## config.mk

```make
export PLATFORM = sky130hd
export DESIGN_NAME = video_timing_gen
export DESIGN_NICKNAME = d
export VERILOG_FILES = /design/src/rtl/video_timing_pkg.sv /design/src/rtl/sync_toggle.sv /design/src/rtl/video_timing_gen.sv
export SDC_FILE = /design/constraint.sdc
export NUM_CORES = 1
export LEC_CHECK = 0
export ABC_AREA = 1
export CAP_MARGIN = 0
export CELL_PAD_IN_SITES_DETAIL_PLACEMENT = 1
export CELL_PAD_IN_SITES_GLOBAL_PLACEMENT = 1
export CORE_ASPECT_RATIO = 1.4
export CORE_MARGIN = 2
export CORE_UTILIZATION = 36
export CTS_CLUSTER_SIZE = 30
export DETAILED_ROUTE_END_ITERATION = 7
export PLACE_DENSITY_LB_ADDON = 0.25
export REMOVE_ABC_BUFFERS = 1
export SKIP_CTS_REPAIR_TIMING = 1
export SYNTH_ARGS = -nofsm -noshare
export SYNTH_HDL_FRONTEND = slang
export SYNTH_SLANG_ARGS = --single-unit
```

## constraint.sdc

```tcl
create_clock -name clk_video -period 3.59 [get_ports clk_video]
set_input_delay 0.718 -clock clk_video [delete_from_list [all_inputs] [get_ports clk_video]]
set_output_delay 0.718 -clock clk_video [all_outputs]
set_load 0.005 [all_outputs]
```

## src/rtl/video_timing_pkg.sv

```systemverilog
// video_timing_pkg
//   Shared raster constants for the 320x240 video path. video_timing_gen and
//   video_scanout both take their defaults from here.
//   Also holds the SDRAM word-address width, the swap FSM state type and the
//   record carried down the sync/de delay line.
package video_timing_pkg;

  localparam int DEF_H_TOTAL  = 400;  // clocks per line
  localparam int DEF_H_BPORCH = 40;   // first active x
  localparam int DEF_H_ACTIVE = 320;  // active pixels per line
  localparam int DEF_V_TOTAL  = 512;  // lines per frame (60 Hz at 12.288 MHz)
  localparam int DEF_V_BPORCH = 16;   // first active y
  localparam int DEF_V_ACTIVE = 240;  // active lines per frame
  localparam int DEF_HS_X     = 3;    // x position of the hs pulse
  localparam int DEF_PIX_LAT  = 1;    // scanout pixel latency in clocks

  localparam int CNT_W = 10;          // x/y counter width
  localparam int FB_AW = 25;          // SDRAM word-address width

  localparam logic [FB_AW-1:0] DEF_FB_RESET_ADDR = '0;

  typedef enum logic {
    SWAP_IDLE    = 1'b0,
    SWAP_PENDING = 1'b1
  } swap_state_e;

  typedef struct packed {
    logic de;
    logic hs;
    logic vs;
  } sync_t;

endpackage

```

## src/rtl/sync_toggle.sv

```systemverilog
// sync_toggle
//   Brings a toggle-encoded request from another clock domain into clk.
//   Two synchronising flops followed by an edge-detect flop. o_edge is high
//   for exactly one clk cycle per toggle of i_tgl.
// Ports
//   clk      in  destination clock
//   reset_n  in  asynchronous active-low reset; all flops clear to 0
//   i_tgl    in  source-domain toggle
//   o_edge   out one-cycle pulse per source toggle
module sync_toggle (
  input  logic clk,
  input  logic reset_n,
  input  logic i_tgl,
  output logic o_edge
);

  logic r_s1;
  logic r_s2;
  logic r_s3;

  always_ff @(posedge clk or negedge reset_n) begin
    if (!reset_n) begin
      r_s1 <= 1'b0;
      r_s2 <= 1'b0;
      r_s3 <= 1'b0;
    end else begin
      r_s1 <= i_tgl;
      r_s2 <= r_s1;
      r_s3 <= r_s2;
    end
  end

  assign o_edge = r_s2 ^ r_s3;

endmodule

```

## src/rtl/video_timing_gen.sv

```systemverilog
// video_timing_gen
//   Raster timing master in the clk_video domain. Generates x/y counters for
//   scanout, delays de/hs/vs by the scanout pixel latency so they line up with
//   pixel_in, and owns the front-buffer address. CPU swap requests arrive as a
//   toggle and are committed only in the last cycle of a frame, so scanout
//   never sees the address change mid-frame.
// Ports
//   clk_video, reset_n        clock, asynchronous active-low reset
//   x_count, y_count          raster position
//   line_start                high while x_count==0 (not on the first line)
//   vblank                    y_count outside the active lines
//   pixel_in                  RGB888 from scanout, PIX_LAT clocks after x/y
//   video_rgb/de/hs/vs        Pocket video bus, all registered
//   fb_next_addr              back-buffer address, CPU domain, held stable
//                             from the request toggle until the ack toggle
//   swap_req_tgl/swap_ack_tgl swap request/acknowledge toggles
//   fb_base_addr              front-buffer address to scanout
//   frame_count               completed frames since reset, wraps
//   dbg_swap_state            swap FSM state
//
// Swap handshake: the CPU flips swap_req_tgl once per request; this block
// flips swap_ack_tgl once per committed swap. Requests that arrive before a
// commit merge into that commit and produce a single ack toggle.
module video_timing_gen
  import video_timing_pkg::*;
#(
  parameter int               H_TOTAL       = DEF_H_TOTAL,
  parameter int               H_BPORCH      = DEF_H_BPORCH,
  parameter int               H_ACTIVE      = DEF_H_ACTIVE,
  parameter int               V_TOTAL       = DEF_V_TOTAL,
  parameter int               V_BPORCH      = DEF_V_BPORCH,
  parameter int               V_ACTIVE      = DEF_V_ACTIVE,
  parameter int               HS_X          = DEF_HS_X,
  parameter int               PIX_LAT       = DEF_PIX_LAT,
  parameter logic [FB_AW-1:0] FB_RESET_ADDR = DEF_FB_RESET_ADDR
) (
  input  logic              clk_video,
  input  logic              reset_n,
  output logic [CNT_W-1:0]  x_count,
  output logic [CNT_W-1:0]  y_count,
  output logic              line_start,
  output logic              vblank,
  input  logic [23:0]       pixel_in,
  output logic [23:0]       video_rgb,
  output logic              video_de,
  output logic              video_hs,
  output logic              video_vs,
  input  logic [FB_AW-1:0]  fb_next_addr,
  input  logic              swap_req_tgl,
  output logic              swap_ack_tgl,
  output logic [FB_AW-1:0]  fb_base_addr,
  output logic [15:0]       frame_count,
  output swap_state_e       dbg_swap_state
);

  if (H_TOTAL > 1024 || V_TOTAL > 1024 || H_BPORCH + H_ACTIVE > H_TOTAL ||
      V_BPORCH + V_ACTIVE > V_TOTAL || HS_X >= H_TOTAL || PIX_LAT < 1) begin : g_bad_params
    $error("video_timing_gen: raster parameters out of range");
  end

  localparam logic [CNT_W-1:0] C_H_LAST    = CNT_W'(H_TOTAL - 1);
  localparam logic [CNT_W-1:0] C_V_LAST    = CNT_W'(V_TOTAL - 1);
  localparam logic [CNT_W-1:0] C_H_ACT_BEG = CNT_W'(H_BPORCH);
  localparam logic [CNT_W-1:0] C_H_ACT_END = CNT_W'(H_BPORCH + H_ACTIVE);
  localparam logic [CNT_W-1:0] C_V_ACT_BEG = CNT_W'(V_BPORCH);
  localparam logic [CNT_W-1:0] C_V_ACT_END = CNT_W'(V_BPORCH + V_ACTIVE);
  localparam logic [CNT_W-1:0] C_HS_X      = CNT_W'(HS_X);

  // ---------------- raster counters ----------------
  logic [CNT_W-1:0] r_x;
  logic [CNT_W-1:0] r_y;
  logic             r_line_start;
  logic             r_vblank;
  logic             w_x_last;
  logic             w_y_last;
  logic             w_boundary;
  logic [CNT_W-1:0] w_x_next;
  logic [CNT_W-1:0] w_y_next;

  always_comb begin
    w_x_last   = (r_x == C_H_LAST);
    w_y_last   = (r_y == C_V_LAST);
    w_boundary = w_x_last & w_y_last;
    w_x_next   = w_x_last ? '0 : r_x + 1'b1;
    w_y_next   = r_y;
    if (w_x_last) w_y_next = w_y_last ? '0 : r_y + 1'b1;
  end

  // line_start and vblank are computed from the next position so they are
  // aligned with x_count/y_count rather than one cycle behind.
  always_ff @(posedge clk_video or negedge reset_n) begin
    if (!reset_n) begin
      r_x          <= '0;
      r_y          <= '0;
      r_line_start <= 1'b0;
      r_vblank     <= 1'b1;
    end else begin
      r_x          <= w_x_next;
      r_y          <= w_y_next;
      r_line_start <= w_x_last;
      r_vblank     <= !((w_y_next >= C_V_ACT_BEG) && (w_y_next < C_V_ACT_END));
    end
  end

  // ---------------- sync/de delay line ----------------
  sync_t       w_raw;
  sync_t       r_dly [PIX_LAT];
  logic        w_last_in_de;
  logic [23:0] r_rgb;

  always_comb begin
    w_raw.de = (r_x >= C_H_ACT_BEG) && (r_x < C_H_ACT_END) &&
               (r_y >= C_V_ACT_BEG) && (r_y < C_V_ACT_END);
    w_raw.hs = (r_x == C_HS_X);
    w_raw.vs = (r_x == '0) && (r_y == '0);
  end

  // rgb is registered alongside the last delay stage, so it is gated by the
  // de value entering that stage.
  if (PIX_LAT == 1) begin : g_lat1
    assign w_last_in_de = w_raw.de;
  end else begin : g_latn
    assign w_last_in_de = r_dly[PIX_LAT-2].de;
  end

  always_ff @(posedge clk_video or negedge reset_n) begin
    if (!reset_n) begin
      for (int i = 0; i < PIX_LAT; i++) r_dly[i] <= '0;
      r_rgb <= '0;
    end else begin
      r_dly[0] <= w_raw;
      for (int i = 1; i < PIX_LAT; i++) r_dly[i] <= r_dly[i-1];
      r_rgb <= w_last_in_de ? pixel_in : '0;
    end
  end

  // ---------------- buffer swap ----------------
  logic              w_req_edge;
  swap_state_e       r_state;
  swap_state_e       w_state_next;
  logic              w_commit;
  logic [FB_AW-1:0]  r_fb_base;
  logic              r_ack;
  logic [15:0]       r_frame_count;

  sync_toggle u_swap_sync (
    .clk     (clk_video),
    .reset_n (reset_n),
    .i_tgl   (swap_req_tgl),
    .o_edge  (w_req_edge)
  );

  // A request edge landing exactly on the boundary cycle commits there
  // rather than waiting a whole frame.
  always_comb begin
    w_state_next = r_state;
    w_commit     = 1'b0;
    case (r_state)
      SWAP_IDLE: begin
        if (w_boundary && w_req_edge) w_commit = 1'b1;
        else if (w_req_edge)          w_state_next = SWAP_PENDING;
      end
      SWAP_PENDING: begin
        if (w_boundary) begin
          w_commit     = 1'b1;
          w_state_next = SWAP_IDLE;
        end
      end
    endcase
  end

  // fb_next_addr is sampled without synchronisation: the CPU keeps it stable
  // from its request toggle until it observes the ack toggle.
  always_ff @(posedge clk_video or negedge reset_n) begin
    if (!reset_n) begin
      r_state       <= SWAP_IDLE;
      r_fb_base     <= FB_RESET_ADDR;
      r_ack         <= 1'b0;
      r_frame_count <= '0;
    end else begin
      r_state       <= w_state_next;
      if (w_commit) r_fb_base <= fb_next_addr;
      r_ack         <= r_ack ^ w_commit;
      r_frame_count <= r_frame_count + 16'(w_boundary);
    end
  end

  assign x_count        = r_x;
  assign y_count        = r_y;
  assign line_start     = r_line_start;
  assign vblank         = r_vblank;
  assign video_de       = r_dly[PIX_LAT-1].de;
  assign video_hs       = r_dly[PIX_LAT-1].hs;
  assign video_vs       = r_dly[PIX_LAT-1].vs;
  assign video_rgb      = r_rgb;
  assign swap_ack_tgl   = r_ack;
  assign fb_base_addr   = r_fb_base;
  assign frame_count    = r_frame_count;
  assign dbg_swap_state = r_state;

endmodule

```

==> impl_results.md, run 1 <==
* Status: complete, no violations
* Cts bufs inserted at 9
* Final core occ at 0.534
* Final Cycle Share at 0.813
* Vias in the first global route at 3,571
* R2r setup slk at 0.67 ns
* TritonCTS clock tree: built
* Slew of the pin with the lowest slew margin at 0.776 ns
* Pre-CTS setup slack at 0.690 ns
* First drt pass iteration count at 4
* Delay-heaviest family, CP: simple AND/OR/NAND/NOR gates
* CP most frequent cell: ha_1
* Final hold vios at 0
* Skew-Pair Late Insertion Delay at 0.34 ns
* CP Class: flip-flop to flip-flop
* Gate power share at 0.043
* Post-Place Cell Area at 0.00575 sq mm
* Post-Syn Area at 0.00420 sq mm
* Detailed Route WL at 10.6 mm
* Die Y at 132 microns
* Nets at 630
* Clk buf depth at 2
* Finished layout cell area at 0.00606 sq mm
* Final min period at 2.92 ns
* Via-to-Cell Ratio at 4.51
* Row count at 46
* Slowest stage cell, crit path: dfrtp_1
* First-pass GRT wire length at 17.7 mm
* Maximum clock rate at 343 MHz
* Clk_skew at 0.0103 ns
* Placed cells at 705
* Sw frac at 0.208
* Slew headroom at 0.482
* CTS sink cnt at 95
* Initial DRC count at 78
* GRT overflow at 0
* Post-synth cell types at 29
* Post-synthesis instance total at 423
* Power Dens Cells at 355 mW/mm^2
* Setup ws final at 0.670 ns
* Worst vdd ir at 0.000270 V
* Routability cong. at 0.868
* CP cell instances: ha_1 > nand2_2 > nor2_4 > inv_2 > nor2_8 > nand3_2 > inv_1 > ha_1 > ha_1 > nand3_1 > nor2_1 > nand3_1 > nor3_2 > nand2_1 > xor2_1
* Largest net degree at the start of global routing at 60
* Initial antenna violation count at 0
* Root buf cell: clkbuf_16
* Multi-input logic area at 0.00140 sq mm
* Routed Antenna Nets at 0
* Register area at 0.00238 sq mm
* P_int at 1.71 mW
* Post-route insts no fill at 721
* RSZ-0062 raised after global routing: false
* Fillers at 1,279
* I/O Buffers at 143
* Total negative slack at 0 ns
* Diodes inserted at 0
* Flop pwr share at 0.498
* Die area at 0.0125 sq mm
* Slew Limit Fails at 0
* Core ar. at 0.0113 sq mm
* CP required at 3.81 ns
* Startpoint Class: flip-flop
* Endpoint type of the worst setup path: flip-flop
* Worst Path Max Fanout at 19
* Initial Util at 0.370
* Chip width at 95.3 microns
* Hpwl dp at 8.03 mm
* # IOs at 144
* Net switching power at 0.447 mW
* Ys Warns at 0
* HP Class: flip-flop to flip-flop
* Buf/Inv on CP at 2
* Area growth, synth to finish at 44.4%
* Final setup vio count at 0
* Drc violations at 0
* Htree depth at 3
* #FFs+latches synth at 95
* Vias at 3,255
* Pleak at 2.93 nW
* Clock power share at 0.458
* Register area share after synthesis at 0.567
* GRT Resource Usage Total at 0.182
* Crit-path max cell delay at 0.41 ns
* Fraction of layout cells with a size suffix above 1 at 0.163
* Post-Syn Area per Cell at 9.92 sq um
* Pwr Total at 2.15 mW
* Max cap viols at 0
* CTS clk-pin slew, worst paths at 0.07 ns
* Wirelength per Cell at 14.7 microns
* WHS at 0.355 ns
* Arrival @ worst endpoint at 3.14 ns
[worst paths after layout]
kind,start,endpoint,cells past startpoint
max,x_count[0],frame_count[14],15
max reg2reg,x_count[0],frame_count[14],15
min reg2reg,u_swap_sync.r_s1,u_swap_sync.r_s2,0
max in group asynchronous,reset_n,vblank,2
min,u_swap_sync.r_s1,u_swap_sync.r_s2,0
min in group asynchronous,reset_n,video_rgb[4],1
[routing by layer]
| metal | routed length, microns | global-route usage |
|---|---|---|
| met1 | 3770 | 0.200 |
| met2 | 6080 | 0.327 |
| met3 | 570 | 0.0526 |
| met4 | 170 | 0.0620 |
| met5 | 0 | 0 |
[final cells by class]
cell class,count,share of cell area
Sequential cell,95,0.393
Timing Repair Buffer,146,0.240
Clock buffer,12,0.0423
Multi-Input combinational cell,229,0.231
Clock inverter,4,0.00888
Tap cell,144,0.0297
Inverter,91,0.0564
[power groups by stage]
| stage | clock network [mW] | registers [mW] | logic, mW |
|---|---|---|---|
| CTS | 1.01 | 1.07 | 0.0965 |
| global placement | 0 | 1.09 | 0.0934 |
| floorplan | 0 | 1.09 | 0.0147 |
| global route | 1.06 | 1.07 | 0.106 |
| finish | 0.987 | 1.07 | 0.0931 |
| detailed placement | 0 | 1.09 | 0.0962 |
[flip-flops by register name, summed over array words and instances (netlist names), 10 cells and up]
signal / count
x_count: 10
video_rgb: 24
fb_base_addr: 25
y_count: 10
frame_count: 16
[cell families (layout without fill, tap and decap cells)]
kind of cell	Yosys count	after routing	synth area share
AO/OA/AOI/OAI	40	40	0.0722
buffers and inverters	99	253	0.102
adder cells (fa/ha/maj)	6	6	0.0179
XOR/XNOR	20	20	0.0417
AND/OR/NAND/NOR	163	163	0.199
flip-flops	95	95	0.567
[worst register-to-register path, delay by kind of cell (launching register included)]
kind,cells,cell delay [ns]
buffers and inverters,2,0.18
adder cells (fa/ha/maj),3,0.59
AND/OR/NAND/NOR,9,1.47
flip-flops,1,0.41
XOR/XNOR,1,0.15
[synthesized netlist by cell type (all sizes together)]
| library cell | number | area (sq um) |
|---|---|---|
| inv | 91 | 342 |
| o21bai | 1 | 7.51 |
| ha | 6 | 75.1 |
| nand2 | 69 | 327 |
| a21oi | 5 | 25.0 |
| nand4 | 9 | 92.6 |
| nor2 | 55 | 250 |
| xnor2 | 6 | 52.6 |
| nor3 | 6 | 35.0 |
| o21ai | 33 | 263 |
| buf | 8 | 86.3 |
| dfrtp | 94 | 2350 |
| dfstp | 1 | 26.3 |
| xor2 | 14 | 123 |
| o31ai | 1 | 7.51 |
| nor4 | 2 | 12.5 |
| nand3 | 22 | 120 |
[cell usage in the layout (no fill, tap or decap), types with 4 or more instances in the layout]
master           count
clkdlybuf4s50_1    142
dfrtp_1             94
inv_1               82
nor2_1              49
nand2_1             42
nand2_2             27
o21ai_2             25
nand3_1             20
xor2_1              14
inv_2                9
clkbuf_16            9
nand4_1              6
xnor2_1              6
ha_1                 6
a21oi_1              5
nor3_1               5
o21ai_0              4
buf_4                4
No activity file was read; power rests on OpenSTA's default activity.
==> run 2, diff against run 1 <==
- CORE_UTILIZATION: 36 -> 34
- clock period: 3.59 -> 3.1 ns (I/O delays scaled with it)
==> run 2 against run 1 <==
  * Sequential share of layout area fell by 0.36 points
  * Sequential power rose by 16%
  * Clock skew barely moved
  * Via count barely moved
  * Global-route usage fell by 1.2 points
  * Critical path type unchanged
==> impl_results.md, run 2 (synthesis results as in run 1) <==
* Die area at 0.0133 sq mm (+5.7%)
* Register area at 0.00238 sq mm (about the same)
* Clk buf depth at 2 (unchanged)
* Chip width at 97.9 microns (+2.8%)
* Pre-CTS setup slack at 0.357 ns (-0.333 ns)
* First drt pass iteration count at 4 (unchanged)
* Arrival @ worst endpoint at 2.94 ns (-0.20 ns)
* Routability cong. at 0.822 (-5.3%)
* Max cap viols at 0 (unchanged)
* Fraction of layout cells with a size suffix above 1 at 0.168 (+0.00491)
* Maximum clock rate at 368 MHz (+7.5%)
* Placed cells at 712 (+0.99%)
* Status: complete, no violations
* Commonest non-fill, non-tap cell in the layout: clkdlybuf4s50_1
* Finished layout cell area at 0.00612 sq mm (+0.97%)
* R2R Path Start: y_count[1]
* CP required at 3.32 ns (-0.49 ns)
* Largest net degree at the start of global routing at 70 (+17%)
* Final setup vio count at 0 (unchanged)
* Drc violations at 0 (unchanged)
* Initial DRC count at 56 (-28%)
* Final min period at 2.72 ns (-0.204 ns)
* Max reg flops at 25 (unchanged)
* Cts bufs inserted at 9 (unchanged)
* Detailed Route WL at 10.5 mm (-0.83%)
* GRT Resource Usage Total at 0.170 (-0.0119)
* I/O Buffers at 143 (unchanged)
* Worst R2R Path Depth at 15 (unchanged)
* Slew headroom at 0.411 (-0.0717)
* Area growth, synth to finish at 45.8%
* Routed Antenna Nets at 0 (unchanged)
* R2r endpoint: frame_count[14]
* Fillers at 1,363 (+6.6%)
* CP Class: flip-flop to flip-flop
* Hpwl dp at 7.99 mm (-0.44%)
* Core ar. at 0.0122 sq mm (+7.5%)
* Row count at 48 (+4.3%)
* TritonCTS clock tree: built
* Initial Util at 0.344 (-0.0259)
* WHS at 0.353 ns (-0.00139 ns)
* RSZ-0062 raised after global routing: false
* CTS clk-pin slew, worst paths at 0.07 ns (about the same)
* # IOs at 144 (unchanged)
* Initial antenna violation count at 0 (unchanged)
* Pleak at 2.96 nW (+1.1%)
* Setup ws final at 0.385 ns (-0.286 ns)
* Clk_skew at 0.0102 ns (-0.0000704 ns)
* HP Class: flip-flop to flip-flop
* Diodes inserted at 0 (unchanged)
* Final Cycle Share at 0.876 (+0.0627)
* First-pass GRT wire length at 17.8 mm (+0.89%)
* Root buf cell: clkbuf_16
* Post-route insts no fill at 728 (+0.97%)
* Worst Path Max Fanout at 5 (-14)
* Crit path from: y_count[1]
* CTS sink cnt at 95 (unchanged)
* Via-to-Cell Ratio at 4.48 (-0.87%)
* Die Y at 135 microns (+2.8%)
* Power Dens Cells at 433 mW/mm^2 (+22%)
* R2r setup slk at 0.38 ns (-0.29 ns)
* GRT overflow at 0 (unchanged)
* Skew-Pair Late Insertion Delay at 0.34 ns (about the same)
* Endpoint type of the worst setup path: flip-flop
* Slew Limit Fails at 0 (unchanged)
* Htree depth at 3 (unchanged)
* Vias at 3,258 (+0.092%)
* Nets at 631 (+0.16%)
* Most frequent cells in the layout: clkdlybuf4s50_1 (142), dfrtp_1 (93), inv_1 (82)
* Final hold vios at 0 (unchanged)
* Startpoint Class: flip-flop
* Post-Place Cell Area at 0.00576 sq mm (+0.26%)
* Total negative slack at 0 ns (unchanged)
* Slew of the pin with the lowest slew margin at 0.884 ns (+0.107 ns)
* Multi-input logic area at 0.00140 sq mm (unchanged)
* Vias in the first global route at 3,552 (-0.53%)
* Worst setup path endpoint: frame_count[14]
* Worst vdd ir at 0.000326 V (+21%)
* Wirelength per Cell at 14.4 microns (-1.8%)
-- run 2: critical path, stage by stage, from the launching register on --
cell and delay (ns):
dfrtp_1 0.41, ha_1 0.20, nand2_1 0.10, inv_2 0.12, nand2_1 0.09, nor2_1 0.16, nand3_2 0.16, inv_1 0.09
ha_1 0.16, ha_1 0.18, nand3_1 0.13, nor2_1 0.19, nand3_1 0.15, nor3_2 0.21, nand2_1 0.10, xor2_1 0.15
-- run 2: through the flow --
step	util	power [mW]
2_1_floorplan	-	1.28
3_3_place_gp	0.473	1.37
3_5_place_dp	0.473	1.38
4_1_cts	0.502	2.70
5_1_grt	0.502	2.76
6_report	0.502	2.65
-- run 2: how the worst min path moves through the flow --
stage | start | to | slack [ns] | cells past startpoint
floorplan | reset_n | dbg_swap_state | 0.32 | 0
global placement | u_swap_sync.r_s1 | u_swap_sync.r_s2 | 0.34 | 0
detailed placement | u_swap_sync.r_s1 | u_swap_sync.r_s2 | 0.34 | 0
CTS | u_swap_sync.r_s1 | u_swap_sync.r_s2 | 0.35 | 0
global route | u_swap_sync.r_s1 | u_swap_sync.r_s2 | 0.37 | 0
finish | u_swap_sync.r_s1 | u_swap_sync.r_s2 | 0.35 | 0
-- run 2: power by group --
group          switching (mW)  internal (mW)
logic                  0.0456         0.0621
registers            0.000834           1.24
clock network           0.499          0.802
total                   0.545           2.10
-- run 2: final cells by class --
type / instances / share of cell area
multi-input combinational: 229 / 0.228
clock inverter: 7 / 0.0209
sequential: 95 / 0.389
inverter: 91 / 0.0558
tap: 150 / 0.0307
timing repair buffer: 147 / 0.238
clock buffer: 9 / 0.0368
-- run 2: routing by layer --
metal	vias up	wire length, microns	global-route usage	part of all wire
met3	10	683	0.0547	0.065
met2	84	5780	0.309	0.55
met5	-	0	0	0
met4	0	152	0.0494	0.014
li1	1582	-	-	-
met1	1582	3890	0.190	0.37
